--- src/rtl/adc_seq_pkg.sv ---
// adc_seq_pkg: shared definitions for the ADC capture sequencer.
//   state_t      - FSM state encoding (IDLE=0 .. END=5)
//   TAG_*        - two-bit word tags placed in bits [31:30] of every output word
//   RSN_*        - end-of-series reason codes carried in end words
//   series_limit - maximum data words per series for a given limiter value
package adc_seq_pkg;

  typedef enum logic [2:0] {
    ST_IDLE   = 3'd0,
    ST_ARMED  = 3'd1,
    ST_HDR_LO = 3'd2,
    ST_HDR_HI = 3'd3,
    ST_STREAM = 3'd4,
    ST_END    = 3'd5
  } state_t;

  localparam logic [1:0] TAG_HDR  = 2'b01;
  localparam logic [1:0] TAG_DATA = 2'b10;
  localparam logic [1:0] TAG_END  = 2'b11;

  localparam logic [1:0] RSN_DETRIG = 2'b00;
  localparam logic [1:0] RSN_LIMIT  = 2'b01;
  localparam logic [1:0] RSN_ABORT  = 2'b10;

  // 2^limiter words per series; limiter >= 32 saturates to all ones.
  function automatic logic [31:0] series_limit(input logic [7:0] limiter);
    if (limiter >= 8'd32) begin
      return '1;
    end
    return 32'd1 << limiter[4:0];
  endfunction

endpackage

--- src/rtl/adc_seq_fifo.sv ---
// adc_seq_fifo: synchronous first-word-fall-through FIFO.
//   clk, rst_n   - clock, asynchronous active-low reset
//   push, din    - write request and word
//   pop          - read request (ignored when empty)
//   dout         - head word, forced to zero while empty
//   full, empty  - occupancy flags
// A push on a full FIFO succeeds when a pop happens in the same cycle.
module adc_seq_fifo
  import adc_seq_pkg::*;
#(
  parameter int unsigned DEPTH = 16,
  parameter int unsigned WIDTH = 33
) (
  input  logic             clk,
  input  logic             rst_n,
  input  logic             push,
  input  logic [WIDTH-1:0] din,
  input  logic             pop,
  output logic [WIDTH-1:0] dout,
  output logic             full,
  output logic             empty
);

  localparam int unsigned AW = $clog2(DEPTH);

  logic [WIDTH-1:0] mem [DEPTH];
  logic [AW-1:0]    wr_ptr;
  logic [AW-1:0]    rd_ptr;
  logic [AW:0]      count;
  logic             do_push;
  logic             do_pop;

  assign empty   = (count == '0);
  assign full    = (count == (AW+1)'(DEPTH));
  assign do_pop  = pop && !empty;
  assign do_push = push && (!full || do_pop);
  assign dout    = empty ? '0 : mem[rd_ptr];

  always_ff @(posedge clk) begin
    if (do_push) begin
      mem[wr_ptr] <= din;
    end
  end

  always_ff @(posedge clk or negedge rst_n) begin
    if (!rst_n) begin
      wr_ptr <= '0;
      rd_ptr <= '0;
      count  <= '0;
    end else begin
      if (do_push) begin
        wr_ptr <= wr_ptr + AW'(1);
      end
      if (do_pop) begin
        rd_ptr <= rd_ptr + AW'(1);
      end
      case ({do_push, do_pop})
        2'b10:   count <= count + (AW+1)'(1);
        2'b01:   count <= count - (AW+1)'(1);
        default: count <= count;
      endcase
    end
  end

endmodule

--- src/rtl/adc_capture_sequencer.sv ---
// adc_capture_sequencer: arms on command, triggers on a rising crossing of the
// ADC abs-sum, and frames each capture series as header (2 words), data words
// and an end word (tlast) into an output FIFO feeding an AXI-Stream master.
//   aclk, aresetn          - clock, asynchronous active-low reset
//   arm, abort             - software command pulses
//   trigger_level          - trigger threshold (unsigned)
//   limiter                - log2 of the per-series word limit
//   series_max             - series before auto-disarm, 0 = unlimited
//   cur_adc, cur_sample    - ADC abs-sum and sample timestamp
//   s_axis_*               - ADC sample words (no backpressure)
//   m_axis_*               - framed output stream
//   state, series_count, words_in_series, overflow, dropped_count,
//   first_trigged, last_detrigged - status
// Optional: define ADC_SEQ_HYST_EN to add the 16-bit `hysteresis` input, which
// lowers the detrigger / re-arm threshold to trigger_level - hysteresis
// (saturating at zero).
module adc_capture_sequencer
  import adc_seq_pkg::*;
#(
  parameter int unsigned FIFO_DEPTH = 16
) (
  input  logic        aclk,
  input  logic        aresetn,
  input  logic        arm,
  input  logic        abort,
  input  logic [15:0] trigger_level,
  input  logic [7:0]  limiter,
  input  logic [15:0] series_max,
`ifdef ADC_SEQ_HYST_EN
  input  logic [15:0] hysteresis,
`endif
  input  logic [15:0] cur_adc,
  input  logic [63:0] cur_sample,
  input  logic        s_axis_tvalid,
  input  logic [31:0] s_axis_tdata,
  output logic        m_axis_tvalid,
  input  logic        m_axis_tready,
  output logic [31:0] m_axis_tdata,
  output logic        m_axis_tlast,
  output logic [2:0]  state,
  output logic [15:0] series_count,
  output logic [31:0] words_in_series,
  output logic        overflow,
  output logic [15:0] dropped_count,
  output logic [63:0] first_trigged,
  output logic [63:0] last_detrigged
);

  state_t      cur_st;
  state_t      nxt_st;
  logic        prev_below;
  logic        abort_pend;
  logic        first_seen;
  logic [57:0] ts;
  logic [1:0]  reason;
  logic [1:0]  exit_reason;
  logic [15:0] low_thr;
  logic        below;
  logic        trig;
  logic        abort_now;
  logic [31:0] limit;
  logic [31:0] words_next;
  logic        fifo_full;
  logic        fifo_empty;
  logic        fifo_pop;
  logic        can_push;
  logic        push_req;
  logic        fifo_push;
  logic        data_acc;
  logic        data_drop;
  logic        series_done;
  logic [32:0] push_word;
  logic [32:0] fifo_dout;
  logic        unused_tdata_msbs;

  assign unused_tdata_msbs = ^s_axis_tdata[31:30];

`ifdef ADC_SEQ_HYST_EN
  assign low_thr = (trigger_level > hysteresis) ? (trigger_level - hysteresis) : '0;
`else
  assign low_thr = trigger_level;
`endif

  assign below       = (cur_adc < low_thr);
  assign trig        = (cur_adc >= trigger_level) && prev_below;
  // A pulse arriving this cycle counts as pending without waiting a cycle.
  assign abort_now   = abort_pend || abort;
  assign limit       = series_limit(limiter);
  assign words_next  = words_in_series + {31'd0, data_acc};
  assign series_done = (series_max != '0) && ((series_count + 16'd1) == series_max);

  assign fifo_pop  = m_axis_tvalid && m_axis_tready;
  assign can_push  = !fifo_full || fifo_pop;
  assign fifo_push = push_req && can_push;

  always_comb begin
    nxt_st      = cur_st;
    push_req    = 1'b0;
    push_word   = '0;
    data_acc    = 1'b0;
    data_drop   = 1'b0;
    exit_reason = RSN_DETRIG;
    case (cur_st)
      ST_IDLE: begin
        if (arm && !abort) begin
          nxt_st = ST_ARMED;
        end
      end
      ST_ARMED: begin
        if (abort_now) begin
          nxt_st = ST_IDLE;
        end else if (trig) begin
          nxt_st = ST_HDR_LO;
        end
      end
      ST_HDR_LO: begin
        push_req  = 1'b1;
        push_word = {1'b0, TAG_HDR, 1'b0, ts[28:0]};
        if (can_push) begin
          nxt_st = ST_HDR_HI;
        end
      end
      ST_HDR_HI: begin
        push_req  = 1'b1;
        push_word = {1'b0, TAG_HDR, 1'b1, ts[57:29]};
        if (can_push) begin
          nxt_st = ST_STREAM;
        end
      end
      ST_STREAM: begin
        if (s_axis_tvalid) begin
          push_req  = 1'b1;
          push_word = {1'b0, TAG_DATA, s_axis_tdata[29:0]};
          data_acc  = can_push;
          data_drop = !can_push;
        end
        if (abort_now) begin
          exit_reason = RSN_ABORT;
          nxt_st      = ST_END;
        end else if (words_next == limit) begin
          exit_reason = RSN_LIMIT;
          nxt_st      = ST_END;
        end else if (below) begin
          exit_reason = RSN_DETRIG;
          nxt_st      = ST_END;
        end
      end
      ST_END: begin
        push_req  = 1'b1;
        push_word = {1'b1, TAG_END, reason, words_in_series[27:0]};
        if (can_push) begin
          nxt_st = (abort_now || series_done) ? ST_IDLE : ST_ARMED;
        end
      end
      default: nxt_st = ST_IDLE;
    endcase
  end

  always_ff @(posedge aclk or negedge aresetn) begin
    if (!aresetn) begin
      cur_st          <= ST_IDLE;
      prev_below      <= 1'b0;
      abort_pend      <= 1'b0;
      first_seen      <= 1'b0;
      ts              <= '0;
      reason          <= RSN_DETRIG;
      series_count    <= '0;
      words_in_series <= '0;
      overflow        <= 1'b0;
      dropped_count   <= '0;
      first_trigged   <= '0;
      last_detrigged  <= '0;
    end else begin
      cur_st     <= nxt_st;
      prev_below <= below;
      abort_pend <= (nxt_st == ST_IDLE) ? 1'b0 : (abort_pend || abort);
      case (cur_st)
        ST_IDLE: begin
          if (nxt_st == ST_ARMED) begin
            series_count  <= '0;
            first_trigged <= '0;
            first_seen    <= 1'b0;
            overflow      <= 1'b0;
            dropped_count <= '0;
          end
        end
        ST_ARMED: begin
          if (nxt_st == ST_HDR_LO) begin
            ts <= cur_sample[57:0];
            if (!first_seen) begin
              first_trigged <= cur_sample;
              first_seen    <= 1'b1;
            end
          end
        end
        ST_STREAM: begin
          if (data_acc) begin
            words_in_series <= words_next;
          end
          if (data_drop) begin
            overflow <= 1'b1;
            if (dropped_count != 16'hFFFF) begin
              dropped_count <= dropped_count + 16'd1;
            end
          end
          if (nxt_st == ST_END) begin
            reason <= exit_reason;
          end
        end
        ST_END: begin
          if (can_push) begin
            series_count    <= series_count + 16'd1;
            last_detrigged  <= cur_sample;
            words_in_series <= '0;
          end
        end
        default: ;
      endcase
    end
  end

  adc_seq_fifo #(
    .DEPTH (FIFO_DEPTH),
    .WIDTH (33)
  ) u_fifo (
    .clk   (aclk),
    .rst_n (aresetn),
    .push  (fifo_push),
    .din   (push_word),
    .pop   (fifo_pop),
    .dout  (fifo_dout),
    .full  (fifo_full),
    .empty (fifo_empty)
  );

  assign m_axis_tvalid = !fifo_empty;
  assign m_axis_tdata  = fifo_dout[31:0];
  assign m_axis_tlast  = fifo_dout[32];
  assign state         = cur_st;

endmodule
--- config.mk ---
export PLATFORM = sky130hd
export DESIGN_NAME = adc_capture_sequencer
export DESIGN_NICKNAME = d
export VERILOG_FILES = /design/src/rtl/adc_seq_pkg.sv /design/src/rtl/adc_seq_fifo.sv /design/src/rtl/adc_capture_sequencer.sv
export SDC_FILE = /design/constraint.sdc
export NUM_CORES = 1
export LEC_CHECK = 0
export CAP_MARGIN = 5
export CORE_MARGIN = 8
export CORE_UTILIZATION = 45
export DETAILED_ROUTE_END_ITERATION = 8
export HOLD_SLACK_MARGIN = 0.02
export PLACE_DENSITY_LB_ADDON = 0.1
export SYNTH_ARGS = -nofsm -noshare
export SYNTH_HDL_FRONTEND = slang
export SYNTH_SLANG_ARGS = --single-unit
--- constraint.sdc ---
create_clock -name aclk -period 12.9 [get_ports aclk]
set_input_delay 2.58 -clock aclk [delete_from_list [all_inputs] [get_ports aclk]]
set_output_delay 2.58 -clock aclk [all_outputs]
set_load 0.03 [all_outputs]
After elaboration in Yosys (flattened, before gate mapping)
Memories as Yosys holds them, arrays and structs flattened.
Index checks and enable logic that the tools add are counted.
{"block": "totals", "regBits": 272, "ram_bits": 528, "out_inout_bits": 230, "n_memories": 1}
{"block": "op_classes", "n_addsub": 7, "n_lt_le_gt_ge": 3, "n_eq_ne": 21, "shift": 1, "n_mux": 47, "n_reduce_logical": 34}
{"memory": "u_fifo.mem", "words": 16, "width": 33, "rd": 1, "rd_clocked_by_memory_dff": 0, "write_ports": 1, "line": "adc_seq_fifo.sv:26", "rtl": "logic [WIDTH-1:0] mem [DEPTH];"}
{"cell": "$mux 64", "count": 3}
{"cell": "$mux 32", "count": 5}
{"cell": "$pmux 33 s4", "count": 1}
{"cell": "$pmux 64 s2", "count": 1}
{"cell": "$mux 16", "count": 4}
{"cell": "$pmux 16 s2", "count": 2}
{"cell": "$pmux 32 s2", "count": 1}
{"cell": "$mux 33", "count": 1}
{"cell": "$add 16x1->16 const B", "count": 2}
{"cell": "$add 32x1->32", "count": 1}
{"cell": "$eq 32x32->1", "count": 1}
{"cell": "$shl 1x5->32 const A", "count": 1}
{"cell": "$mux 3", "count": 9}
{"cell": "$pmux 3 s6", "count": 1}
{"cell": "$eq 16x16->1", "count": 1}
{"cell": "$ge 16x16->1", "count": 1}
{"cell": "$lt 16x16->1", "count": 1}
{"cell": "$ne 16x16->1 const B", "count": 1}
{"cell": "$reduce_bool 16->1", "count": 1}
{"cell": "$mux 1", "count": 14}
{"cell": "$ne 2x2->1 const B", "count": 7}
{"cell": "$reduce_and 3->1", "count": 4}
{"cell": "$pmux 5 s2", "count": 1}
{"cell": "$reduce_bool 2->1", "count": 5}
{"cell": "other kinds (20)", "count": 44}

Logic depth before layout (Yosys ltp)
{"block": "logic_depth", "ltp_word": 14, "ltp_mapped": 18}

Cells and area by module
Synthesis repeated with hierarchy kept, for this count alone.
{"block": "unflattened", "cells_unflattened": 2503, "area_unflattened_um2": 35081.1}
{"module": "adc_seq_fifo", "n_inst": 1, "cells_each": 941, "area_per_inst_um2": 21155.3, "seq_area_each_um2": 16180.5}
{"module": "adc_capture_sequencer", "n_inst": 1, "cells_each": 1562, "area_per_inst_um2": 13925.9, "seq_area_each_um2": 6481.2}

Worst setup path after synthesis
OpenSTA, ideal clock, no wires.
{"block": "synth_timing", "kind": "input to register", "start": "input port m_axis_tready", "end": "memory u_fifo.mem[3][0] (enable)", "arrival_time_ns": 5.750, "t_required_ns": 12.436, "setup_slack_ns": 6.685, "cell_stages": 4, "n_path_buf": 0, "path_cell_list": "and3b_1 a31oi_1 nand2_1 nor3_1"}
{"block": "synth_via", "elab_chain_len": 6, "elab_cells_between_ends": 8, "classes_between": "mux (2); reduce/logical (6)"}
{"item": "start, declared", "line": "adc_capture_sequencer.sv:37", "rtl": "input logic m_axis_tready,"}
{"item": "$logic_and 1x1->1 *", "line": "adc_capture_sequencer.sv:92", "rtl": "assign fifo_pop = m_axis_tvalid && m_axis_tready;"}
{"item": "$logic_or 1x1->1 / $logic_and 1x1->1 (equally long branches)", "line": "adc_capture_sequencer.sv:93, adc_seq_fifo.sv:35"}
{"item": "$logic_and 1x1->1 / $logic_or 1x1->1 (equally long branches)", "line": "adc_capture_sequencer.sv:94, adc_seq_fifo.sv:36"}
{"item": "$logic_and 1x1->1 *", "line": "adc_seq_fifo.sv:36", "rtl": "assign do_push = push && (!full || do_pop);"}
{"item": "$mux 1 *", "line": "adc_seq_fifo.sv:40", "rtl": "if (do_push) begin"}
{"item": "$mux 1 (implied by the code) *", "line": "adc_seq_fifo.sv:41", "rtl": "mem[wr_ptr] <= din;"}
{"item": "end, declared", "line": "adc_seq_fifo.sv:26"}
Every way passes the cells marked *; elsewhere a longest branch is shown, timed or not.

Worst setup path in the final report
{"block": "layout_timing", "start": "register u_fifo.rd_ptr[1]", "end": "output port m_axis_tlast"}
{"block": "layout_via", "elab_chain_len": 2}
{"item": "start, declared", "line": "adc_seq_fifo.sv:28", "rtl": "logic [AW-1:0] rd_ptr;"}
{"item": "start signal, assigned", "line": "adc_seq_fifo.sv:55", "rtl": "rd_ptr <= rd_ptr + AW'(1);"}
{"item": "$mem_v2 16x33"}
{"item": "$mux 33", "line": "adc_seq_fifo.sv:37", "rtl": "assign dout = empty ? '0 : mem[rd_ptr];"}
{"item": "end, declared", "line": "adc_capture_sequencer.sv:39", "rtl": "output logic m_axis_tlast,"}
No other way between the ends.

==> results.py <==
metrics = {
    "run_status": {
        "outcome": "finished clean",
    },
    "floorplan": {
        "pin_count": 388,
        "die-area_um2": 85800,
        "core_um2": 75900,
        "fp.dieW_um": 293,
        "rows": 101,
        "start_util_pct": 45.4,
        "die_height_um": 293,
    },
    "power_and_ir_drop": {
        "p_int_w": 0.00594,
        "pwr-share-seq_pct": 38.7,
        "switching_power_w": 0.00298,
        "swShare_pct": 33.4,
        "irDropWorstVdd_uv": 155,
        "pwr-share-clk_pct": 27.8,
        "comb_power_share_pct": 33.5,
        "pwr_density_cell_nw_per_um2": 211,
        "leakage_nw": 15.7,
    },
    "drt": {
        "viasPerCell": 5.73,
        "antenna_left": 0,
        "vias": 22300,
        "wirelength_um": 102000,
        "first_pass_iters": 6,
        "drt_iter0_markers": 1800,
        "drcViolationCount": 0,
        "wl_per_cell_um": 26.1,
    },
    "placement": {
        "post-dp-hpwl_um": 65800,
        "portBuffers": 385,
        "dpl_cell_area_um2": 39500,
        "globalplace.congestion": 0.880,
    },
    "cts": {
        "clock_sinks": 800,
        "post_cts_buffers": 0,
        "clkLatencyLatePin_ns": 0.63,
        "cts_buffer_depth": 3,
        "holdBufCountCts": 0,
        "cts_max_level": 3,
        "cts_tree": "yes",
        "cts_resized": 0,
        "cts_made_buffers": 83,
        "root_buffer": "clkbuf_16",
        "path_clk_slew_ns": 0.06,
    },
    "critical_path": {
        "crit_slowest_cell": "dfrtp_4",
        "worstPathCellList": "buf_4 > mux4_2 > mux4_2 > and2_1 > clkdlybuf4s50_1",
        "worstPathArrival_ns": 4.48,
        "crit_path_max_incr_delay_ns": 1.13,
        "crit_fanout": 71,
        "crit_top_cell": "mux4_2",
        "cp-end-kind": "output pin",
        "worstSetupPathType": "reg2out",
        "cp.required_ns": 10.32,
        "startpoint_type": "flop",
    },
    "logic_synthesis": {
        "syn_avg_cell_area_um2": 14.2,
        "netlist_area_um2": 34500,
        "synth_nets": 2625,
        "synth_enable_flop_cells": 528,
        "ys_seq_area_share_pct": 65.7,
        "netlist_instances": 2437,
        "yosys_warnings": 0,
        "synth-async-reset-ratio_pct": 34.0,
        "ys_ff_latch": 800,
        "ys_types": 74,
        "synth_flop_cell": "edfxtp_1",
    },
    "timing": {
        "fin_crit_sh_pct": 54.7,
        "slew-limit-headroom_pct": 24.8,
        "finalSetupTns_ns": 0,
        "hold_viol": 0,
        "max_clock_freq_mhz": 142,
        "tightest_slew_ns": 1.13,
        "drv_slew": 0,
        "rsz0062_at_grt": "no",
        "finalCriticalPeriod_ns": 7.06,
        "clock_skew_ns": 0.0243,
        "setup_violations": 0,
    },
    "cells_and_area": {
        "syn2layout_area_growth_pct": 22.7,
        "final_common_cell": "edfxtp_1",
        "stdcell_area_um2": 42300,
        "layout-drive-gt1-share_pct": 12.6,
        "layout_common_cells": "edfxtp_1 (528), clkdlybuf4s50_1 (384), o21ai_0 (298), dfrtp_1 (268), nand2_1 (198)",
        "nets": 2980,
    },
    "grt": {
        "track_usage_pct": 23.4,
        "grt_pass1_vias": 23100,
        "grt_overflow": 0,
        "grt_max_degree": 155,
        "grt_pass1_wl_um": 151000,
        "antenna_found_initial": 12,
    },
    "hold_path": {
        "hold_path_class": "reg2reg",
    },
    "run": {
        "drv_cap": 0,
    },
}
registers in the layout (all words and copies together), names as in the netlist:
signal and cells:
state 3, abort_pend 1, series_count 16, u_fifo.count 5, u_fifo.rd_ptr 4, reason 2, words_in_series 32, prev_below 1
overflow 1, u_fifo.mem 528, ts 58, first_trigged 64, first_seen 1, u_fifo.wr_ptr 4, dropped_count 16, last_detrigged 64
per-stage QoR:
step	worst slack (ns)	util, %	std cells	hold slack, ns	total power, W
floorplan	6.69	-	2437	0.449	0.00534
global placement	5.51	52.0	3737	0.463	0.00648
detailed placement	5.50	52.0	3737	0.470	0.00653
CTS	5.72	55.7	3892	0.484	0.00902
global route	5.61	55.7	3892	0.504	0.00933
finish	5.84	55.8	3900	0.476	0.00892
path summary, 6_finish.rpt:
check / cells past startpoint / end / slack, ns / startpoint
max: 5 / m_axis_tlast / 5.84 / u_fifo.rd_ptr[1]$_DFFE_PN0P_
min reg2reg: 2 / ts[12]$_DFFE_PN0P_ / 0.48 / ts[12]$_DFFE_PN0P_
min: 2 / ts[12]$_DFFE_PN0P_ / 0.48 / ts[12]$_DFFE_PN0P_
max in group asynchronous: 2 / words_in_series[3]$_DFFE_PN0P_ / 9.34 / aresetn
max reg2reg: 18 / reason[1]$_DFFE_PN0P_ / 7.02 / state[2]$_DFF_PN0_
min in group asynchronous: 1 / first_trigged[50]$_DFFE_PN0P_ / 2.03 / aresetn
power by group through the flow:
stage	clock [W]	combinational, W	sequential [W]
CTS	0.00253	0.00304	0.00346
finish	0.00248	0.00299	0.00345
global route	0.00262	0.00320	0.00350
detailed placement	0	0.00303	0.00350
global placement	0	0.00299	0.00348
floorplan	0	0.00172	0.00362
cells in the mapped netlist, types with 4 or more instances:
master    number  area, um^2
nand2b_1      18         113
and3_1        26         163
a22o_1         5        43.8
nor4_1        14        87.6
mux4_2       165        3720
and4_1        11        96.3
or3_1          8        50.1
a31oi_1       14        87.6
or4_1          4        30.0
a211oi_1       6        45.0
o211ai_1       6        45.0
buf_1         29         109
clkbuf_1     116         435
o21ai_0      298        1490
a221o_1       28         280
nand3b_1       8        60.1
nor3_1        30         150
dfrtp_1      272        6810
nand4_1       28         175
ha_1          29         363
xor2_1        21         184
nand3_1       94         470
a21oi_1       44         220
edfxtp_1     528       15900
xnor2_1       50         438
o41ai_1        6        52.6
a21o_1         5        37.5
mux2i_1       34         340
and2_1        41         257
buf_2          4        20.0
o31ai_1       17         128
nor2_1       111         417
a22oi_1        5        37.5
nor2b_1        9        56.3
nand2_1      199         747
inv_1         98         368
critical path: cells and delay by family (launching register included):
family                 cells  cell delay, ns
buffers and inverters      2            1.51
DFF                        1            1.13
muxes                      2            0.92
and+or+nand+nor            1            0.24
cell families after synthesis:
kind of cell | Yosys count | synth area share, %
DFF | 800 | 65.7
and+or+nand+nor | 621 | 8.87
adders and majority gates | 30 | 1.11
AOI/OAI and AO/OA | 463 | 7.88
buffers and inverters | 250 | 2.77
xor gates and xnor gates | 72 | 1.85
muxes | 201 | 11.8
routing by layer:
metal	share of wire (%)	GRT usage [%]	routed length, um	vias to the layer above
met3	8.0	6.19	8160	151
li1	-	-	-	9965
met1	41	30.3	41500	11400
met2	48	38.5	49200	787
met5	0.047	0	48	-
met4	2.7	7.13	2790	8
area by class of cell:
class / count / area, um^2
tap: 1030 / 1290
antenna: 8 / 20.0
fill: 6133 / 33600
timing repair buffer: 422 / 4150
clock buffer: 102 / 2250
inverter: 98 / 368
clock inverter: 53 / 567
sequential: 800 / 22700
multi-input combinational: 1387 / 11000
Note: power is estimated with default switching activity, not from simulation.
